`src/rtl/cpu_pkg.sv`:
```
// Shared definitions for the simple CPU and its program loader:
// opcode encodings, loader geometry defaults and the loader state type.
package cpu_pkg;

    localparam logic [3:0] MOV = 4'h1;
    localparam logic [3:0] ADD = 4'h2;
    localparam logic [3:0] CMP = 4'h3;
    localparam logic [3:0] JE  = 4'h4;
    localparam logic [3:0] JNE = 4'h5;
    localparam logic [3:0] HLT = 4'h6;

    localparam int         LDR_DEPTH = 16;
    localparam int         LDR_AW    = 4;
    localparam int         LDR_DW    = 8;
    localparam logic [7:0] LDR_SYNC  = 8'hA5;

    typedef enum logic [2:0] {
        IDLE = 3'd0,
        LEN  = 3'd1,
        DATA = 3'd2,
        CHK  = 3'd3,
        DONE = 3'd4,
        ERR  = 3'd5
    } ldr_state_t;

endpackage

```
`src/rtl/prog_loader.sv`:
```
// Framed byte-stream loader for the CPU instruction memory; keeps the CPU
// held in reset until a frame with a correct checksum has been written.
module prog_loader
    import cpu_pkg::*;
#(
    parameter int              DEPTH = LDR_DEPTH,
    parameter int              AW    = LDR_AW,
    parameter int              DW    = LDR_DW,
    parameter logic [DW-1:0]   SYNC  = DW'(LDR_SYNC)
) (
    input  logic          clk,
    input  logic          reset,
    input  logic [DW-1:0] in_data,
    input  logic          in_valid,
    output logic          in_ready,
    output logic          mem_we,
    output logic [AW-1:0] mem_addr,
    output logic [DW-1:0] mem_wdata,
    output logic          cpu_hold,
    output logic          busy,
    output logic          load_done,
    output logic          load_err
);

    localparam int            CW      = $clog2(DEPTH + 1);
    localparam logic [DW-1:0] MAX_LEN = DW'(DEPTH);

    // Handshake: a byte moves when in_valid && in_ready at a rising edge.
    // in_ready is a register derived from the next state, so it never
    // depends combinationally on in_valid.
    ldr_state_t    state_q, state_d;
    logic [DW-1:0] sum_q, sum_d;
    logic [CW-1:0] count_q, count_d;
    logic [AW-1:0] addr_q, addr_d;

    logic          xfer;
    logic          we_d;
    logic [AW-1:0] waddr_d;
    logic [DW-1:0] wdata_d;
    logic          hold_d;
    logic          ready_d;
    logic          busy_d;
    logic          done_d;
    logic          err_d;

    assign xfer = in_valid && in_ready;

    always_comb begin
        state_d = state_q;
        sum_d   = sum_q;
        count_d = count_q;
        addr_d  = addr_q;
        we_d    = 1'b0;
        waddr_d = mem_addr;
        wdata_d = mem_wdata;
        hold_d  = cpu_hold;

        case (state_q)
            IDLE: begin
                if (xfer && in_data == SYNC) begin
                    state_d = LEN;
                    hold_d  = 1'b1;
                end
            end
            LEN: begin
                if (xfer) begin
                    if (in_data == '0 || in_data > MAX_LEN) begin
                        state_d = ERR;
                    end else begin
                        count_d = in_data[CW-1:0];
                        sum_d   = in_data;
                        addr_d  = '0;
                        state_d = DATA;
                    end
                end
            end
            DATA: begin
                if (xfer) begin
                    we_d    = 1'b1;
                    waddr_d = addr_q;
                    wdata_d = in_data;
                    sum_d   = sum_q + in_data;
                    addr_d  = addr_q + AW'(1);
                    count_d = count_q - CW'(1);
                    if (count_q == CW'(1)) begin
                        state_d = CHK;
                    end
                end
            end
            CHK: begin
                if (xfer) begin
                    if (in_data == sum_q) begin
                        state_d = DONE;
                        // Released together with the load_done pulse.
                        hold_d  = 1'b0;
                    end else begin
                        state_d = ERR;
                    end
                end
            end
            DONE:    state_d = IDLE;
            ERR:     state_d = IDLE;
            default: state_d = IDLE;
        endcase

        ready_d = (state_d == IDLE) || (state_d == LEN) ||
                  (state_d == DATA) || (state_d == CHK);
        busy_d  = (state_d != IDLE);
        done_d  = (state_d == DONE);
        err_d   = (state_d == ERR);
    end

    always_ff @(posedge clk or negedge reset) begin
        if (!reset) begin
            state_q   <= IDLE;
            sum_q     <= '0;
            count_q   <= '0;
            addr_q    <= '0;
            in_ready  <= 1'b0;
            mem_we    <= 1'b0;
            mem_addr  <= '0;
            mem_wdata <= '0;
            cpu_hold  <= 1'b1;
            busy      <= 1'b0;
            load_done <= 1'b0;
            load_err  <= 1'b0;
        end else begin
            state_q   <= state_d;
            sum_q     <= sum_d;
            count_q   <= count_d;
            addr_q    <= addr_d;
            in_ready  <= ready_d;
            mem_we    <= we_d;
            mem_addr  <= waddr_d;
            mem_wdata <= wdata_d;
            cpu_hold  <= hold_d;
            busy      <= busy_d;
            load_done <= done_d;
            load_err  <= err_d;
        end
    end

endmodule

```
`config.mk`:
```
export PLATFORM = sky130hd
export DESIGN_NAME = prog_loader
export DESIGN_NICKNAME = d
export VERILOG_FILES = /design/src/rtl/cpu_pkg.sv /design/src/rtl/prog_loader.sv
export SDC_FILE = /design/constraint.sdc
export NUM_CORES = 1
export LEC_CHECK = 0
export CAP_MARGIN = 20
export CELL_PAD_IN_SITES_DETAIL_PLACEMENT = 2
export CELL_PAD_IN_SITES_GLOBAL_PLACEMENT = 2
export CORE_UTILIZATION = 30
export DETAILED_ROUTE_END_ITERATION = 10
export PLACE_DENSITY_LB_ADDON = 0.1
export SLEW_MARGIN = 20
export SYNTH_ARGS = -nofsm -noshare
export SYNTH_HDL_FRONTEND = slang
export SYNTH_SLANG_ARGS = --single-unit
```
`constraint.sdc`:
```
create_clock -name clk -period 1.8 [get_ports clk]
set_input_delay 0.36 -clock clk [delete_from_list [all_inputs] [get_ports clk]]
set_output_delay 0.36 -clock clk [all_outputs]
set_load 0.05 [all_outputs]
```
==> results of run 1 <==
==> Yosys cell counts (3+ instances only) <==
| cell type | n | area share (%) |
|---|---|---|
| a21oi_1 | 12 | 2.9 |
| clkbuf_1 | 3 | 0.55 |
| xnor2_1 | 3 | 1.3 |
| inv_1 | 10 | 1.8 |
| nand2_1 | 56 | 10 |
| xor2_1 | 3 | 1.3 |
| o21ai_0 | 13 | 3.2 |
| nor2_1 | 11 | 2.0 |
| dfrtp_1 | 37 | 45 |
| a211oi_1 | 3 | 1.1 |
| nor4b_1 | 3 | 1.3 |
| ha_1 | 10 | 6.1 |
| o21ai_1 | 6 | 1.5 |
| nand3_1 | 7 | 1.7 |
==> per-stage QoR <==
| step | area, um^2 | hold slack (ns) | power, W | setup TNS, ns |
|---|---|---|---|---|
| CTS | 3000 | 0.0304 | 0.00418 | -0.263 |
| global placement | 2730 | 0.349 | 0.00312 | -13.28 |
| detailed placement | 2730 | 0.351 | 0.00319 | -14.56 |
| finish | 3160 | 0.0285 | 0.00443 | -0.737 |
| global route | 3160 | 0.0541 | 0.00467 | -1.46 |
| floorplan | 2080 | 0.0644 | 0.00243 | -0.0191 |
==> worst max path at each step <==
stage / endpoint / slack (ns) / cells past startpoint
2_1_floorplan: busy / -0.02 / 5
3_5_place_dp: sum_q[6] / -0.69 / 9
5_1_grt: sum_q[7] / -0.20 / 7
6_report: sum_q[7] / -0.15 / 7
4_1_cts: sum_q[7] / -0.10 / 7
3_3_place_gp: sum_q[6] / -0.62 / 9
==> metal layers <==
metal	vias up	part of all wire (%)	routed length [um]	GRT usage, %
met5	-	0	0	0
met4	0	1.9	150	9.09
met3	9	1.5	122	3.34
met2	32	50	3940	38.0
met1	1001	47	3700	27.7
li1	937	-	-	-
==> worst max-delay path, stage by stage, from the launching register on <==
cell	delay, ns
dfrtp_1	0.43
ha_4	0.19
buf_6	0.12
a211oi_4	0.24
o2111ai_2	0.18
and3_4	0.18
or4_4	0.48
nand3_2	0.07
==> layout make-up <==
type,instances,area (um^2),share of cell area (%)
Clock buffer,7,76.3,2.41
Tap cell,77,96.3,3.04
Timing Repair Buffer,82,733,23.2
Clock inverter,1,30.0,0.949
Sequential cell,38,953,30.1
Multi-Input combinational cell,167,1240,39.1
Inverter,10,37.5,1.19
==> cell usage in the layout, fill, tap and decap left out, types with 2 or more instances in the layout <==
| cell type | netlist | final |
|---|---|---|
| ha_4 | 0 | 6 |
| o211ai_1 | 2 | 2 |
| xor2_1 | 3 | 3 |
| clkbuf_1 | 3 | 2 |
| nand3_1 | 7 | 5 |
| ha_1 | 10 | 4 |
| nor2_1 | 11 | 11 |
| nand4_1 | 2 | 2 |
| clkbuf_16 | 0 | 2 |
| a31oi_1 | 2 | 2 |
| dfrtp_1 | 37 | 36 |
| xnor2_1 | 3 | 3 |
| buf_12 | 0 | 5 |
| buf_6 | 1 | 6 |
| nand2_2 | 0 | 2 |
| buf_2 | 1 | 2 |
| clkbuf_2 | 0 | 4 |
| or4_4 | 1 | 2 |
| nor4b_1 | 3 | 2 |
| buf_4 | 0 | 59 |
| clkbuf_8 | 0 | 5 |
| o21ai_0 | 13 | 10 |
| o21ai_2 | 0 | 6 |
| a21oi_2 | 1 | 3 |
| nand3_2 | 0 | 2 |
| a21oi_1 | 12 | 9 |
| o21ai_1 | 6 | 3 |
| inv_1 | 10 | 10 |
| nand2_1 | 56 | 54 |
==> repair_timing <==
item / in CTS / in global routing
pin swaps: 20 / 14
gates resized for setup: 35 / 27
gates cloned: 0 / 2
hold buffers: 0 / 0
endpoints found under the hold margin: 0 / 0
endpoints found under the setup margin: 25 / 18
setup buffers: 10 / 4
==> kinds of logic (layout without fill, tap and decap cells) <==
kind of cell / count (synthesis) / in the layout / share of synthesized area, %
AOI/OAI and AO/OA: 50 / 50 / 15.6
and+or+nand+nor: 99 / 99 / 24.3
adders and majority gates: 11 / 11 / 7.09
DFF: 38 / 38 / 46.5
xor gates and xnor gates: 7 / 7 / 3.36
buffers and inverters: 15 / 100 / 3.18
==> power by group <==
| group | switching, W | internal, W |
|---|---|---|
| clock | 0.000310 | 0.000415 |
| sequential | 0.000248 | 0.00112 |
| combinational | 0.00131 | 0.00103 |
| total | 0.00187 | 0.00256 |
==> flip-flops by register name (all words and copies together), names as in the netlist <==
signal     flops
addr_q         4
busy           1
count_q        5
cpu_hold       1
in_ready       1
load_done      1
load_err       1
mem_addr       4
mem_wdata      8
mem_we         1
state_q        3
sum_q          8
==> flow_metrics.tcl, run 1 <==
set metrics [dict create \
    detail_route.wl_per_cell_um 20.7 \
    rsz0062_at_grt "true" \
    startpoint "sum_q[0]" \
    final_max_slew_viol_count 0 \
    pre_cts_ws_ns -0.692 \
    initial_utilization_pct 31.7 \
    cp-start-kind "flop" \
    fill_cells 697 \
    worstPathRequired_ns 2.03 \
    tightest_slew_ns 0.570 \
    crit_arrival_ns 2.18 \
    die_h_um 84.6 \
    cts_root_buffer "clkbuf_8" \
    ys_warn_count 0 \
    wl_um 7920 \
    grt_pass1_vias 2129 \
    rows 29 \
    vias_per_cell 5.18 \
    cts_tree "done" \
    ys_seq_area_share_pct 46.5 \
    r2r-end "sum_q[7]" \
    syn-cell-area_um2 2050 \
    p_leak_nw 1.52 \
    fin_crit_sh_pct 108 \
    drc_errors 0 \
    hold_viol 0 \
    status "finished with violations" \
    vias 1979 \
    grt_max_degree 21 \
    placed_cells 360 \
    clk_latency_ns 0.29 \
    crit_fanout 2 \
    htree_levels 2 \
    area_delta_synth_final_pct 54.6 \
    reg2regPathDepth 7 \
    io_buffers 28 \
    synth_cells 220 \
    diodes 0 \
    drtAntennaViolNets 0 \
    grt_usage_pct 22.1 \
    min_period_ns 1.95 \
    ios 29 \
    initialDrtViolationCount 67 \
    synth_ff_type "dfrtp_1" \
    firstDrtPassIters 6 \
    setup_viol 12 \
    end_kind "flop" \
    fin_util_pct 49.0 \
    hpwl_um 5000 \
    place_congestion 0.755 \
    cts.reportedPaths.clkPinSlew_ns 0.08 \
    syn_nets 242 \
    drive_above_1_share_pct 42.0 \
    cts_buffers 5 \
    dieArea_um2 7160 \
    antenna_found_initial 0 \
    syn_avg_cell_area_um2 9.30 \
    synth_edf_count 0 \
    max_cap_violations 0 \
    skew_ns 0.00673 \
    ys_types 51 \
    critPathKind "flop to flop" \
    dieWidth_um 84.6 \
    gr-total-overflow 0 \
    setup_slack_ns -0.150 \
    maxSlewHeadroom_pct 61.5 \
    clockBufferDepth 2 \
    rrSetupSlack_ns -0.15 \
    violations "setup timing" \
    holdCritPathClass "input port to async pin" \
    synth-seq-cells 38 \
    grt_first_pass_wirelength_um 11900 \
    power.density_nw_per_um2 1400 \
    nNetsFinal 326 \
    instances_no_fill 382 \
    worstReg2RegStart "sum_q[0]" \
    core_um2 6460 \
    fmax_mhz 513 \
    ir_worst_vdd_mv 0.660 \
    async_reset_ff_share_pct 100 \
    cts_num_sinks 38 \
]
Power figures use the tool's default switching activity.
==> run 2: changes to the inputs <==
CORE_MARGIN = 4   (was not set)
HOLD_SLACK_MARGIN = 0.12   (was not set)
==> run 2 against run 1 <==
The run still ends with setup timing left. Utilization down 1.1 points. Combinational power about the same. Cell count decreased by 0.52%. Design area decreased by 1.6%. Die area grew 15%. Via count rose by 1.8%. Register-to-register slack got worse by 0.03 ns. Worst hold slack improved by 0.33 ns. Wire length fell by 1.7%. Fmax fell by 1.3%. Non-clock buffer count is 2 lower. Critical path depth is the same.
==> flow_metrics.tcl, run 2 (synthesis gave the netlist of run 1 again) <==
set metrics [dict create \
    skew_ns 0.00667 \
    initial_utilization_pct 31.5 \
    grt_first_pass_wirelength_um 11800 \
    cp-start-kind "flop" \
    setup_slack_ns -0.175 \
    reg_top3 "mem_wdata (8), sum_q (8), count_q (5)" \
    ir_worst_vdd_mv 0.534 \
    startpoint "sum_q[0]" \
    io_buffers 28 \
    final_max_slew_viol_count 0 \
    place_congestion 0.803 \
    cts_num_sinks 38 \
    vias 2015 \
    nNetsFinal 324 \
    rsz0062_at_grt "true" \
    fmax_mhz 506 \
    fin_area_um2 3110 \
    clockBufferDepth 2 \
    drtAntennaViolNets 0 \
    cts.reportedPaths.clkPinSlew_ns 0.08 \
    violations "setup timing" \
    initialDrtViolationCount 59 \
    diodes 0 \
    htree_levels 2 \
    dieWidth_um 90.6 \
    gr-total-overflow 0 \
    drive_above_1_share_pct 39.9 \
    min_period_ns 1.98 \
    instances_no_fill 380 \
    rows 29 \
    max_cap_violations 0 \
    core_um2 6490 \
    end_kind "flop" \
    detail_route.wl_per_cell_um 20.5 \
    setup_tns_ns -0.404 \
    crit_fanout 2 \
    firstDrtPassIters 4 \
    grt_usage_pct 18.3 \
    power.total_w 0.00437 \
    die_h_um 90.6 \
    wl_um 7780 \
    holdCritPathClass "input port to flop" \
    fill_cells 696 \
    place_area_um2 2700 \
    p_leak_nw 1.49 \
    antenna_found_initial 0 \
    fin_crit_sh_pct 110 \
    worstHoldStart "in_data[3]" \
    maxSlewHeadroom_pct 70.0 \
    drc_errors 0 \
    worstPathRequired_ns 2.04 \
    final_cell_mix "buf_4 (57), nand2_1 (53), dfrtp_1 (35)" \
    crit_arrival_ns 2.22 \
    grt_max_degree 26 \
    hold_depth 3 \
    final_common_cell "buf_4" \
    cts_buffers 5 \
    grt_pass1_vias 2137 \
    dieArea_um2 8210 \
    hold_viol 0 \
    area_delta_synth_final_pct 52.1 \
    critPathKind "flop to flop" \
    cts_root_buffer "clkbuf_8" \
    ios 29 \
    placed_cells 357 \
    worstReg2RegStart "sum_q[0]" \
    power.density_nw_per_um2 1400 \
    status "finished with violations" \
    clk_latency_ns 0.30 \
    hpwl_um 4890 \
    setup_viol 5 \
    tightest_slew_ns 0.444 \
    vias_per_cell 5.30 \
    cts_tree "done" \
    reg2regPathDepth 7 \
    rrSetupSlack_ns -0.18 \
]
## run 2: final cells by class
cell class | instances | area [um^2] | share of cell area, %
Clock buffer | 6 | 82.6 | 2.65
Clock inverter | 2 | 12.5 | 0.402
Multi-Input combinational cell | 167 | 1230 | 39.5
Sequential cell | 38 | 955 | 30.7
Timing Repair Buffer | 80 | 699 | 22.5
Tap cell | 77 | 96.3 | 3.09
Inverter | 10 | 37.5 | 1.21
## run 2: worst max-delay path: stages, from the launching register on
cell and delay (ns):
dfrtp_1 0.43, ha_4 0.19, buf_6 0.12, a211oi_4 0.22
o2111ai_2 0.17, and3_4 0.19, or4_4 0.53, nand3_2 0.07
## run 2: where the power goes
part,internal [W],switching [W]
clock,0.000308,0.000339
combinational,0.00107,0.00128
sequential,0.00112,0.000251
total,0.00249,0.00187
## run 2: timing repair
action	in CTS	in global routing
endpoints found under the setup margin	25	19
endpoints found under the hold margin	12	0
setup buffers	6	6
pin swaps	21	13
cloned	0	2
hold buffers	1	0
gates resized for setup	33	24
## run 2: routing by layer
layer | GRT usage [%] | part of all wire (%) | vias up
li1 | - | - | 928
met1 | 22.9 | 42 | 1043
met2 | 32.2 | 54 | 35
met3 | 2.92 | 2.6 | 9
met4 | 5.36 | 1.2 | 0
met5 | 0 | 0 | -
## run 2: worst paths after layout
kind / to
min: sum_q[3]
max reg2reg: sum_q[7]
max: sum_q[7]
min in group asynchronous: load_done
max in group asynchronous: mem_wdata[2]
min reg2reg: mem_addr[3]
## run 2: through the flow
step | hold WS (ns) | setup WS [ns] | util [%]
4_1_cts | 0.467 | -0.102 | 45.8
2_1_floorplan | 0.0644 | -0.0191 | -
3_3_place_gp | 0.315 | -0.630 | 41.5
5_1_grt | 0.380 | -0.231 | 47.9
6_report | 0.355 | -0.175 | 47.9
3_5_place_dp | 0.305 | -0.716 | 41.5
